## src/rtl/bd_in_receiver.sv

```systemverilog
// bd_in_receiver: bridges the BD chip's asynchronous 4-phase bundled-data
// output bus (bd_req/bd_data/bd_ack) onto a clocked valid/ack channel
// (out_v/out_d/out_a) feeding the core's BD_in path.
//
// The block synchronizes bd_req, runs the handshake FSM and holds a single
// output word. Capture and downstream drain may share an edge, so a word
// per handshake flows through with no bubble.
//
// Optional feature: define BD_IN_STALL_COUNT_EN to add a saturating 16-bit
// stall_count output. It counts edges on which BD is held off by downstream
// backpressure. Without the macro the port and the counter are absent.
//
// NSync must be at least 2.

module bd_in_receiver #(
    parameter int unsigned N     = 34,
    parameter int unsigned NSync = 2
) (
    input  logic         clk,
    input  logic         reset,
    input  logic         bd_req,
    input  logic [N-1:0] bd_data,
    output logic         bd_ack,
    output logic [N-1:0] out_d,
    output logic         out_v,
    input  logic         out_a
`ifdef BD_IN_STALL_COUNT_EN
    ,
    output logic [15:0]  stall_count
`endif
);

    typedef enum logic [1:0] {
        StWaitLow,
        StIdle,
        StAcked
    } state_e;

    state_e         state_q, state_d;
    logic [NSync-1:0] sync_q;
    logic           req_s;
    logic           bd_ack_q, bd_ack_d;
    logic           out_v_q, out_v_d;
    logic [N-1:0]   out_d_q, out_d_d;
    logic           xfer;
    logic           capture;
    logic           blocked;

    // The last synchronizer stage is the only view of bd_req the FSM uses.
    assign req_s = sync_q[NSync-1];

    // A transfer empties the buffer on this edge, so it may be refilled
    // on the same edge.
    assign xfer = out_v_q && out_a;

    // Synchronizer chain. It resets to all ones, so a request still high
    // across reset looks like one already seen; WAIT_LOW then drops it.
    always_ff @(posedge clk) begin
        if (reset) begin
            sync_q <= {NSync{1'b1}};
        end else begin
            sync_q <= {sync_q[NSync-2:0], bd_req};
        end
    end

    // Handshake state, acknowledge and output buffer registers.
    always_ff @(posedge clk) begin
        if (reset) begin
            state_q  <= StWaitLow;
            bd_ack_q <= 1'b0;
            out_v_q  <= 1'b0;
            out_d_q  <= '0;
        end else begin
            state_q  <= state_d;
            bd_ack_q <= bd_ack_d;
            out_v_q  <= out_v_d;
            out_d_q  <= out_d_d;
        end
    end

    // Next-state logic. bd_data is read only on a capture, where the
    // synchronizer delay guarantees the bundled data has settled.
    always_comb begin
        state_d  = state_q;
        bd_ack_d = bd_ack_q;
        out_v_d  = out_v_q;
        out_d_d  = out_d_q;
        capture  = 1'b0;
        blocked  = 1'b0;

        if (xfer) begin
            out_v_d = 1'b0;
        end

        case (state_q)
            StWaitLow: begin
                bd_ack_d = 1'b0;
                if (!req_s) begin
                    state_d = StIdle;
                end
            end
            StIdle: begin
                bd_ack_d = 1'b0;
                if (req_s) begin
                    if (!out_v_q || out_a) begin
                        capture  = 1'b1;
                        out_d_d  = bd_data;
                        out_v_d  = 1'b1;
                        bd_ack_d = 1'b1;
                        state_d  = StAcked;
                    end else begin
                        // Downstream is full; BD waits without an ack.
                        blocked = 1'b1;
                    end
                end
            end
            StAcked: begin
                bd_ack_d = 1'b1;
                if (!req_s) begin
                    bd_ack_d = 1'b0;
                    state_d  = StIdle;
                end
            end
            default: begin
                bd_ack_d = 1'b0;
                state_d  = StWaitLow;
            end
        endcase
    end

    assign bd_ack = bd_ack_q;
    assign out_v  = out_v_q;
    assign out_d  = out_d_q;

`ifdef BD_IN_STALL_COUNT_EN
    logic [15:0] stall_q, stall_d;

    // Saturating count of edges on which BD was held off by downstream.
    always_comb begin
        stall_d = stall_q;
        if (blocked && (stall_q != 16'hFFFF)) begin
            stall_d = stall_q + 16'd1;
        end
    end

    // Stall counter register; cleared only by reset.
    always_ff @(posedge clk) begin
        if (reset) begin
            stall_q <= 16'h0000;
        end else begin
            stall_q <= stall_d;
        end
    end

    assign stall_count = stall_q;
`else
    // Without the counter the blocked and capture decodes are left unused.
    logic unused_decode;
    assign unused_decode = blocked ^ capture;
`endif

`ifdef BD_IN_STALL_COUNT_EN
    logic unused_capture;
    assign unused_capture = capture;
`endif

endmodule
```

## config.mk

```make
export PLATFORM = sky130hd
export DESIGN_NAME = bd_in_receiver
export DESIGN_NICKNAME = d
export VERILOG_FILES = /design/src/rtl/bd_in_receiver.sv
export SDC_FILE = /design/constraint.sdc
export NUM_CORES = 1
export LEC_CHECK = 0
export ABC_CLOCK_PERIOD_IN_PS = 1650
export CORE_MARGIN = 8
export CORE_UTILIZATION = 42
export CTS_BUF_LIST = sky130_fd_sc_hd__clkbuf_2
export DETAILED_ROUTE_END_ITERATION = 16
export GPL_TIMING_DRIVEN = 0
export PLACE_DENSITY = 0.87
export SETUP_SLACK_MARGIN = 0.02
export SYNTH_ARGS = -nofsm -noshare
export SYNTH_HDL_FRONTEND = slang
export SYNTH_SLANG_ARGS = --single-unit
```

## constraint.sdc

```tcl
create_clock -name clk -period 1.65 [get_ports clk]
set_clock_uncertainty 0.05 [all_clocks]
set_input_delay 0.2475 -clock clk [delete_from_list [all_inputs] [get_ports clk]]
set_output_delay 0.2475 -clock clk [all_outputs]
set_load 0.005 [all_outputs]
```

Yosys cells after proc, flatten, opt, wreduce, memory -nomap -nowiden. Cells that the tools add are included.

Input bits: 38. Logic and storage cells: 29. Output and inout port bits: 36. Register bits after elaboration: 40.

Eq/ne operators: 5. Reductions and logical operators: 7. Multiplexer cells: 12.

Operators with widths (count): two-way mux 1 bit (7); two-way mux 2 bit (3); inequality test 2 bit, second input constant (3); AND reduction 3 bit (2); one-hot mux 2 bit (2 select lines) (1); == test 2 x 1 -> 1 bit, second input constant (1); == test 2 bit, second input constant (1); zero test 2 bit (1); one-hot mux 1 bit (2 select lines) (1); OR reduction 2 bit (1); logical AND 1 bit (1); zero test 1 bit (1); logical OR 1 bit (1).

Depth between registers and ports, before layout. Gate-level depths: netlist of run 1.

Depth after elaboration: 5. Gate-level depth with buffers: 8.

Worst setup path before layout of run 1. OpenSTA, ideal clock, no wires.

Path type: reg-to-reg. Start point: register state_q[1]. End point: register state_q[0]. Path buffers: 0. Path slack: 0.279 ns. Clock period less this slack: 1.371 ns. Stages on the path, launching flop included: 5. Arrival time: 1.251 ns. Data required time: 1.530 ns. Library setup time: 0.070 ns. Cells stage by stage: dfxtp_1 -> inv_1 -> ha_1 -> or4_1 -> a21oi_1.

Cells in the longest elaborated chain, start to end: 4. Elaborated cells on any way between the ends: 9. Those cells by class: 5 x eq/ne; 1 x mux; 3 x reduce/logical.

RTL lines: start: declaration (line 39) `state_e state_q, state_d;`; start signal: assignment (line 69) `state_q <= StWaitLow;`; start signal: assignment (line 74) `state_q <= state_d;`; == test 2 bit or zero test 2 bit (tied branches) (line 95) `case (state_q)`; OR reduction 2 bit (no line); inequality test 2 bit (no line); AND reduction 3 bit (no line).

Parallel ways exist; a longest one is shown, timed or not. A chain may end at the register's enable or synchronous reset.

Final worst setup path of run 1.
Start point: register out_d_q[1], in the netlist out_d[1]. End point: output port out_d[1].

RTL lines: start: declaration (line 44) `logic [N-1:0] out_d_q, out_d_d;`; start signal: assignment (line 77) `out_d_q <= out_d_d;`; end: declaration (line 24) `output logic [N-1:0] out_d,`.

No word-level cell between the ends.

==> results of run 1 <==
layout make-up:
class | instances | area (µm²) | area share
Buffer | 12 | 92.6 | 0.0365
Clock buffer | 5 | 25.0 | 0.00988
Clock inverter | 2 | 60.1 | 0.0237
Inverter | 3 | 11.3 | 0.00444
Multi-Input combinational cell | 125 | 652 | 0.257
Sequential cell | 40 | 832 | 0.328
Tap cell | 48 | 60.1 | 0.0237
Timing Repair Buffer | 77 | 801 | 0.316
state kept, by name, summed over array words and instances, names as in the netlist:
signal and cells:
out_d 34, bd_ack 1, out_v 1, state_q 2, sync_q 2
routing by layer:
| metal | part of all wire | track usage | vias up |
|---|---|---|---|
| met2 | 0.48 | 0.197 | 49 |
| li1 | - | - | 746 |
| met4 | 0.015 | 0.0635 | 0 |
| met3 | 0.092 | 0.0755 | 8 |
| met1 | 0.41 | 0.150 | 668 |
| met5 | 0 | 0 | - |
worst register-to-register path, cell delays in order (launching register included):
cell,delay (ns)
dfxtp_1,0.41
inv_2,0.09
ha_4,0.18
or4_1,0.52
a21oi_1,0.16
layout by cell type, fill, tap and decap left out, types with 3 or more instances in the layout:
cell             netlist  routed
clkbuf_2               0       5
buf_2                  5       5
ha_1                   5       4
a21oi_1               27      27
dfxtp_1               40      15
buf_4                  0       5
dlymetal6s2s_1         0      17
dfxtp_2                0      25
clkbuf_1               3       3
clkdlybuf4s50_1        0      55
nand2_1               68      68
buf_8                  3       3
a21oi_2               10      10
what timing repair did:
item,CTS,global route
endpoints found under the setup margin,0,57
hold endpoints to repair,0,0
buffers inserted,0,5
resized for setup,0,45
cell families (layout without fill, tap and decap cells):
family	after synthesis	count (layout)	synth area share
AOI/OAI and AO/OA	41	41	0.161
adders and majority gates	5	5	0.0405
buffers and inverters	15	99	0.0673
DFF	40	40	0.519
and+or+nand+nor	79	79	0.212
report_power, final:
group | internal [W] | switching (W) | leakage, nW
Combinational | 0.000174 | 0.000109 | 0.797
Sequential | 0.00100 | 0.0000186 | 0.336
Clock | 0.000400 | 0.000324 | 0.0490
Total | 0.00158 | 0.000452 | 1.18
worst paths after layout:
check | to | depth (start not counted) | slack [ns] | from
max reg2reg | state_q[0] | 4 | 0.18 | state_q[1]
min reg2reg | sync_q[1] | 1 | 0.39 | sync_q[0]
max | out_d[1] | 1 | 0.07 | out_d[1]
min | state_q[1] | 2 | 0.07 | reset
stage by stage:
| stage | power, W | hold WS (ns) | instances | setup slack, ns | util |
|---|---|---|---|---|---|
| floorplan | 0.00115 | 0.301 | 180 | 0.279 | - |
| global placement | 0.00131 | 0.343 | 300 | 0.0464 | 0.645 |
| detailed placement | 0.00132 | 0.356 | 300 | 0.00879 | 0.645 |
| CTS | 0.00203 | 0.0623 | 307 | 0.0207 | 0.668 |
| global route | 0.00211 | 0.0786 | 312 | 0.0206 | 0.703 |
| finish | 0.00203 | 0.0664 | 312 | 0.0682 | 0.703 |
==> metrics.md, run 1 <==
| Metric | Value |
|---|---|
| Status | `finished clean` |
| FFs w/ async S/R, synth | `0` |
| Drt first pass iters | `4` |
| Iter 0 DRT Violations | `36` |
| Total negative slack | `0 ns` |
| Critical path class | `flip-flop to output pin` |
| CTS root buf | `clkbuf_2` |
| Leading post-synthesis cells by cell area | `dfxtp_1 52%, nand2_1 17%, a21oi_1 8.8%` |
| Cell Rows | `22` |
| Die Y | `about 77 µm` |
| Post-synthesis net count | `223` |
| Yosys reg bits | `40` |
| Post-synthesis sequential area ratio | `0.519` |
| Relative slew slack | `0.678` |
| Synth area leader | `dfxtp_1` |
| Max Freq | `about 630 MHz` |
| Cts bufs inserted | `5` |
| Clock Path Buffers | `2` |
| Synth Instances | `between 150 and 200` |
| Post-synth top area share | `0.519` |
| Max cap viols | `0` |
| Mean Syn Cell Area | `approximately 8.6 µm²` |
| Vias | `1,471` |
| Placed Area | `2320 µm²` |
| Design Area, Final | `between 2000 and 3000 µm²` |
| Nets | `slightly above 300` |
| CTS Sinks | `40` |
| CTS clock-pin slew for the worst setup and hold paths | `0.21 ns` |
| Crit-path cells | `clkdlybuf4s50_1` |
| Worst-margin pin slew | `0.483 ns` |
| Share of layout cells above drive strength 1 | `0.239` |
| Gr usage total | `0.133` |
| Die area | `5870 µm²` |
| CTS tree | `built` |
| Skew-Pair Late Insertion Delay | `0.41 ns` |
| Antenna violations before repair | `0` |
| Area grow syn2layout | `64.1%` |
| YS warnings | `0` |
| Unrepaired setup endpoints after global routing | `no` |
| Worst path top cell family by delay | `buffers and inverters` |
| Final period util | `0.959` |
| Vias per cell | `4.71` |
| Slowest cell on the critical path | `clkdlybuf4s50_1` |
| DRC viols | `0` |
| Startpoint Class | `flip-flop` |
| Final Critical Period | `around 1.6 ns` |
| Fin. Hold Viols | `0` |
| Die Width | `76.6 µm` |
| # diodes | `0` |
| Peak VDD IR | `0.827 mV` |
| Post-synth EDFFs | `0` |
| Most numerous cell in the Yosys netlist | `nand2_1` |
| Leak | `1.18 nW` |
| Fillcell total | `275` |
| Min-Delay Path Class | `primary input to flip-flop` |
| Remaining global-route overflow | `0` |
| Slowest stage delay, CP | `slightly above 0.5 ns` |
| Dpl hpwl | `2970 µm` |
| First-pass GRT wire length | `6420 µm` |
| Initial Utilization | `0.428` |
| Critical-path maximum fanout | `2` |
| Max Slew Vio Count | `0` |
| H-Tree Level Count | `2` |
| I/O Buffers | `72` |
| Vias in the first global route | `approximately 1,400` |
| Final setup violating endpoints | `0` |
| Netlist area before placement | `1540 µm²` |
| CP endpoint kind | `output pin` |
| Crit path buffers/inverters | `1` |
| Yosys cell types | `22` |
| Largest net degree at the start of global routing | `13` |
| PD cells | `between 800 and 900 nW/µm²` |
| IO Count | `74` |
| Placer Congestion | `about 0.73` |
| Hold buffer count at cts | `0` |
| Core box area | `between 3000 and 4000 µm²` |
| CP arrival | `approximately 1.3 ns` |
| ANT nets after route | `0` |
| Synth cell count leaders | `68 x nand2_1, 40 x dfxtp_1, 27 x a21oi_1` |
| Worst Path Required | `1.35 ns` |
| Primary flip-flop cell chosen by synthesis mapping | `dfxtp_1` |
| Final wirelength | `roughly 4200 µm` |
| Wire per inst | `13.5 µm` |
(Power assumes the default switching activity.)
==> run 2, diff against run 1 <==
--- a/config.mk
+++ b/config.mk
@@ -7,11 +7,13 @@
 export LEC_CHECK = 0
 export ABC_CLOCK_PERIOD_IN_PS = 1650
 export CORE_MARGIN = 8
-export CORE_UTILIZATION = 42
+export CORE_UTILIZATION = 55
 export CTS_BUF_LIST = sky130_fd_sc_hd__clkbuf_2
 export DETAILED_ROUTE_END_ITERATION = 16
+export DONT_BUFFER_PORTS = 1
+export GPL_ROUTABILITY_DRIVEN = 1
 export GPL_TIMING_DRIVEN = 0
-export PLACE_DENSITY = 0.87
+export PLACE_DENSITY = 0.75
 export SETUP_SLACK_MARGIN = 0.02
 export SYNTH_ARGS = -nofsm -noshare
 export SYNTH_HDL_FRONTEND = slang
==> run 2 against run 1 <==
Net effect: utilization grew 3.1 points; worst setup slack improved by 0.088 ns; sequential cell count unchanged; wire length increased by 0.86%; critical endpoint is now out_d[26]; largest cell class is now registers.
==> metrics.md, run 2 (synthesis gave the netlist of run 1 again) <==
| Metric | Value |
|---|---|
| Area of the multi-input gates | `652 µm² (unchanged)` |
| Final Critical Period | `1.49 ns (was 1.58 ns)` |
| Cell Rows | `19 (was 22)` |
| Most frequent cells in the layout | `68 x nand2_1, 40 x dfxtp_1, 35 x dlygate4sd3_1, 27 x a21oi_1, 10 x a21oi_2 (was 68 x nand2_1, 55 x clkdlybuf4s50_1, 27 x a21oi_1, 25 x dfxtp_2, 17 x dlymetal6s2s_1)` |
| Remaining global-route overflow | `0 (unchanged)` |
| Met3 GRT Util | `0.0759 (was 0.0755)` |
| Cts bufs inserted | `5 (unchanged)` |
| Vias per cell | `5.27 (was 4.71)` |
| Share of power burned in combinational logic | `0.123 (was 0.139)` |
| Worst path top cell family by delay | `buffers and inverters (unchanged)` |
| CP endpoint kind | `flip-flop (was output pin)` |
| ANT nets after route | `0 (unchanged)` |
| CP arrival | `1.77 ns (was 1.28 ns)` |
| Slowest stage delay, CP | `0.37 ns (was 0.51 ns)` |
| Largest register FFs | `34 (unchanged)` |
| Share of layout cells above drive strength 1 | `0.148 (was 0.239)` |
| Hold WS | `0.0927 ns (was 0.0664 ns)` |
| Fin. Hold Viols | `0 (unchanged)` |
| Critical path class | `flip-flop to flip-flop (was flip-flop to output pin)` |
| Fillcell total | `185 (was 275)` |
| Placed Cells | `211 (was 300)` |
| Final wirelength | `4240 µm (was 4200 µm)` |
| Max cap viols | `0 (unchanged)` |
| Die Width | `69.0 µm (was 76.6 µm)` |
| Nets | `265 (was 307)` |
| Worst-margin pin slew | `0.503 ns (was 0.483 ns)` |
| FF/Latch Area | `801 µm² (was 832 µm²)` |
| Peak VDD IR | `0.896 mV (was 0.827 mV)` |
| Total negative slack | `0 ns (unchanged)` |
| Initial Utilization | `0.570 (was 0.428)` |
| Largest net degree at the start of global routing | `13 (unchanged)` |
| Critical-path maximum fanout | `10 (was 2)` |
| Placed Area | `1580 µm² (was 2320 µm²)` |
| Antenna violations before repair | `0 (unchanged)` |
| Startpoint Class | `flip-flop (unchanged)` |
| Slowest cell on the critical path | `dfxtp_1 (was clkdlybuf4s50_1)` |
| Final core utilization | `0.734 (was 0.703)` |
| Status | `finished clean (unchanged)` |
| Unrepaired setup endpoints after global routing | `no (unchanged)` |
| CTS root buf | `clkbuf_2 (unchanged)` |
| Skew-Pair Late Insertion Delay | `0.38 ns (was 0.41 ns)` |
| Clock Path Buffers | `2 (unchanged)` |
| Iter 0 DRT Violations | `77 (was 36)` |
| Final period util | `0.905 (was 0.959)` |
| DRC viols | `0 (unchanged)` |
| Die Y | `69.0 µm (was 76.6 µm)` |
| I/O Buffers | `0 (was 72)` |
| Area grow syn2layout | `28.8% (was 64.1%)` |
| Max Freq | `669 MHz (was 632 MHz)` |
| Vias | `1,338 (was 1,471)` |
| Final setup violating endpoints | `0 (unchanged)` |
| CTS tree | `built (unchanged)` |
| Placer Congestion | `0.774 (was 0.727)` |
| Design Area, Final | `1990 µm² (was 2530 µm²)` |
| Vias in the first global route | `1,439 (was 1,411)` |
| Worst Path Required | `1.93 ns (was 1.35 ns)` |
| IO Count | `74 (unchanged)` |
| # diodes | `0 (unchanged)` |
| Clock share of power | `0.257 (was 0.357)` |
| Most common library cell in the layout ignoring fill and taps | `nand2_1 (unchanged)` |
| Dpl hpwl | `2800 µm (was 2970 µm)` |
| Crit-path cells | `inv_1 > ha_4 > nand2_2 > nor2b_2 > buf_6 > buf_8 > nand2_1 > a21oi_1 (was clkdlybuf4s50_1)` |
| Fin cells | `254 (was 312)` |
| Sw frac | `0.260 (was 0.222)` |
| PD cells | `836 nW/µm² (was 802 nW/µm²)` |
| Crit path buffers/inverters | `3 (was 1)` |
| Max Slew Vio Count | `0 (unchanged)` |
| Leak | `0.701 nW (was 1.18 nW)` |
| Core box area | `2710 µm² (was 3610 µm²)` |
| Post-CTS setup buffer count | `0 (unchanged)` |
| CTS clock-pin slew for the worst setup and hold paths | `0.20 ns (was 0.21 ns)` |
| Min-Delay Path Class | `primary input to flip-flop (unchanged)` |
| Relative slew slack | `0.665 (was 0.678)` |
| Met1 Track Usage GR | `0.183 (was 0.150)` |
| H-Tree Level Count | `2 (unchanged)` |
| Die area | `4760 µm² (was 5870 µm²)` |
| Drt first pass iters | `4 (unchanged)` |
| GRT met2 Usage | `0.333 (was 0.197)` |
| Switching pwr | `0.000433 W (was 0.000452 W)` |
| First-pass GRT wire length | `6460 µm (was 6420 µm)` |
| Gr usage total | `0.181 (was 0.133)` |
| Wire per inst | `16.7 µm (was 13.5 µm)` |
| Top Usage Layer GRT | `met2 (unchanged)` |
| Sequential group share of total power | `0.620 (was 0.504)` |
| Int Pwr | `0.00123 W (was 0.00158 W)` |
| CTS Sinks | `40 (unchanged)` |
## run 2: layout make-up
cell class,instances,share of cell area
Buffer,12,0.0465
Sequential cell,40,0.403
Timing Repair Buffer,35,0.176
Inverter,3,0.00566
Clock inverter,1,0.00440
Clock buffer,7,0.0176
Multi-Input combinational cell,125,0.328
Tap cell,31,0.0195
## run 2: routing by layer
layer,vias up,wire length [µm],share of wire
met5,-,0,0
met4,0,37,0.0087
met3,6,423,0.10
met2,57,2220,0.52
met1,615,1550,0.37
li1,660,-,-
## run 2: what timing repair did
action,4_1_cts,5_1_grt
gates resized for setup,0,2
setup endpoints to repair,0,18
hold endpoints to repair,35,0
hold buffers,35,0
## run 2: path summary, 6_finish.rpt
path	from	to	slack (ns)	cells after the start
max	state_q[1]	out_d[26]	0.16	8
min	out_a	out_v	0.09	2
max reg2reg	state_q[1]	out_d[26]	0.16	8
min reg2reg	sync_q[0]	sync_q[1]	0.40	1
## run 2: worst register-to-register path: cells and delay by family, from the launching register on
| family | cells | cell delay (ns) |
|---|---|---|
| fa+ha+maj | 1 | 0.18 |
| simple gates | 3 | 0.26 |
| flops | 1 | 0.37 |
| compound gates | 1 | 0.14 |
| buf+inv | 3 | 0.45 |
## run 2: metrics by stage
| step | power, W | setup WS [ns] |
|---|---|---|
| global placement | 0.00117 | 0.213 |
| global route | 0.00173 | 0.0370 |
| finish | 0.00166 | 0.156 |
| detailed placement | 0.00118 | 0.129 |
| CTS | 0.00167 | 0.107 |
| floorplan | 0.00115 | 0.279 |
## run 2: power groups by stage
stage | sequential (W) | combinational [W] | clock [W]
finish | 0.00103 | 0.000204 | 0.000427
global route | 0.00104 | 0.000225 | 0.000464
CTS | 0.00103 | 0.000198 | 0.000436
detailed placement | 0.00105 | 0.000131 | 0
global placement | 0.00105 | 0.000123 | 0
floorplan | 0.00104 | 0.000107 | 0
==> run 3, diff against run 2 <==
--- a/config.mk
+++ b/config.mk
@@ -18,3 +18,4 @@
 export SYNTH_ARGS = -nofsm -noshare
 export SYNTH_HDL_FRONTEND = slang
 export SYNTH_SLANG_ARGS = --single-unit
+export TNS_END_PERCENT = 5
==> results of run 3 <==
The final DEF is identical to that of run 2; final timing and power are the same.
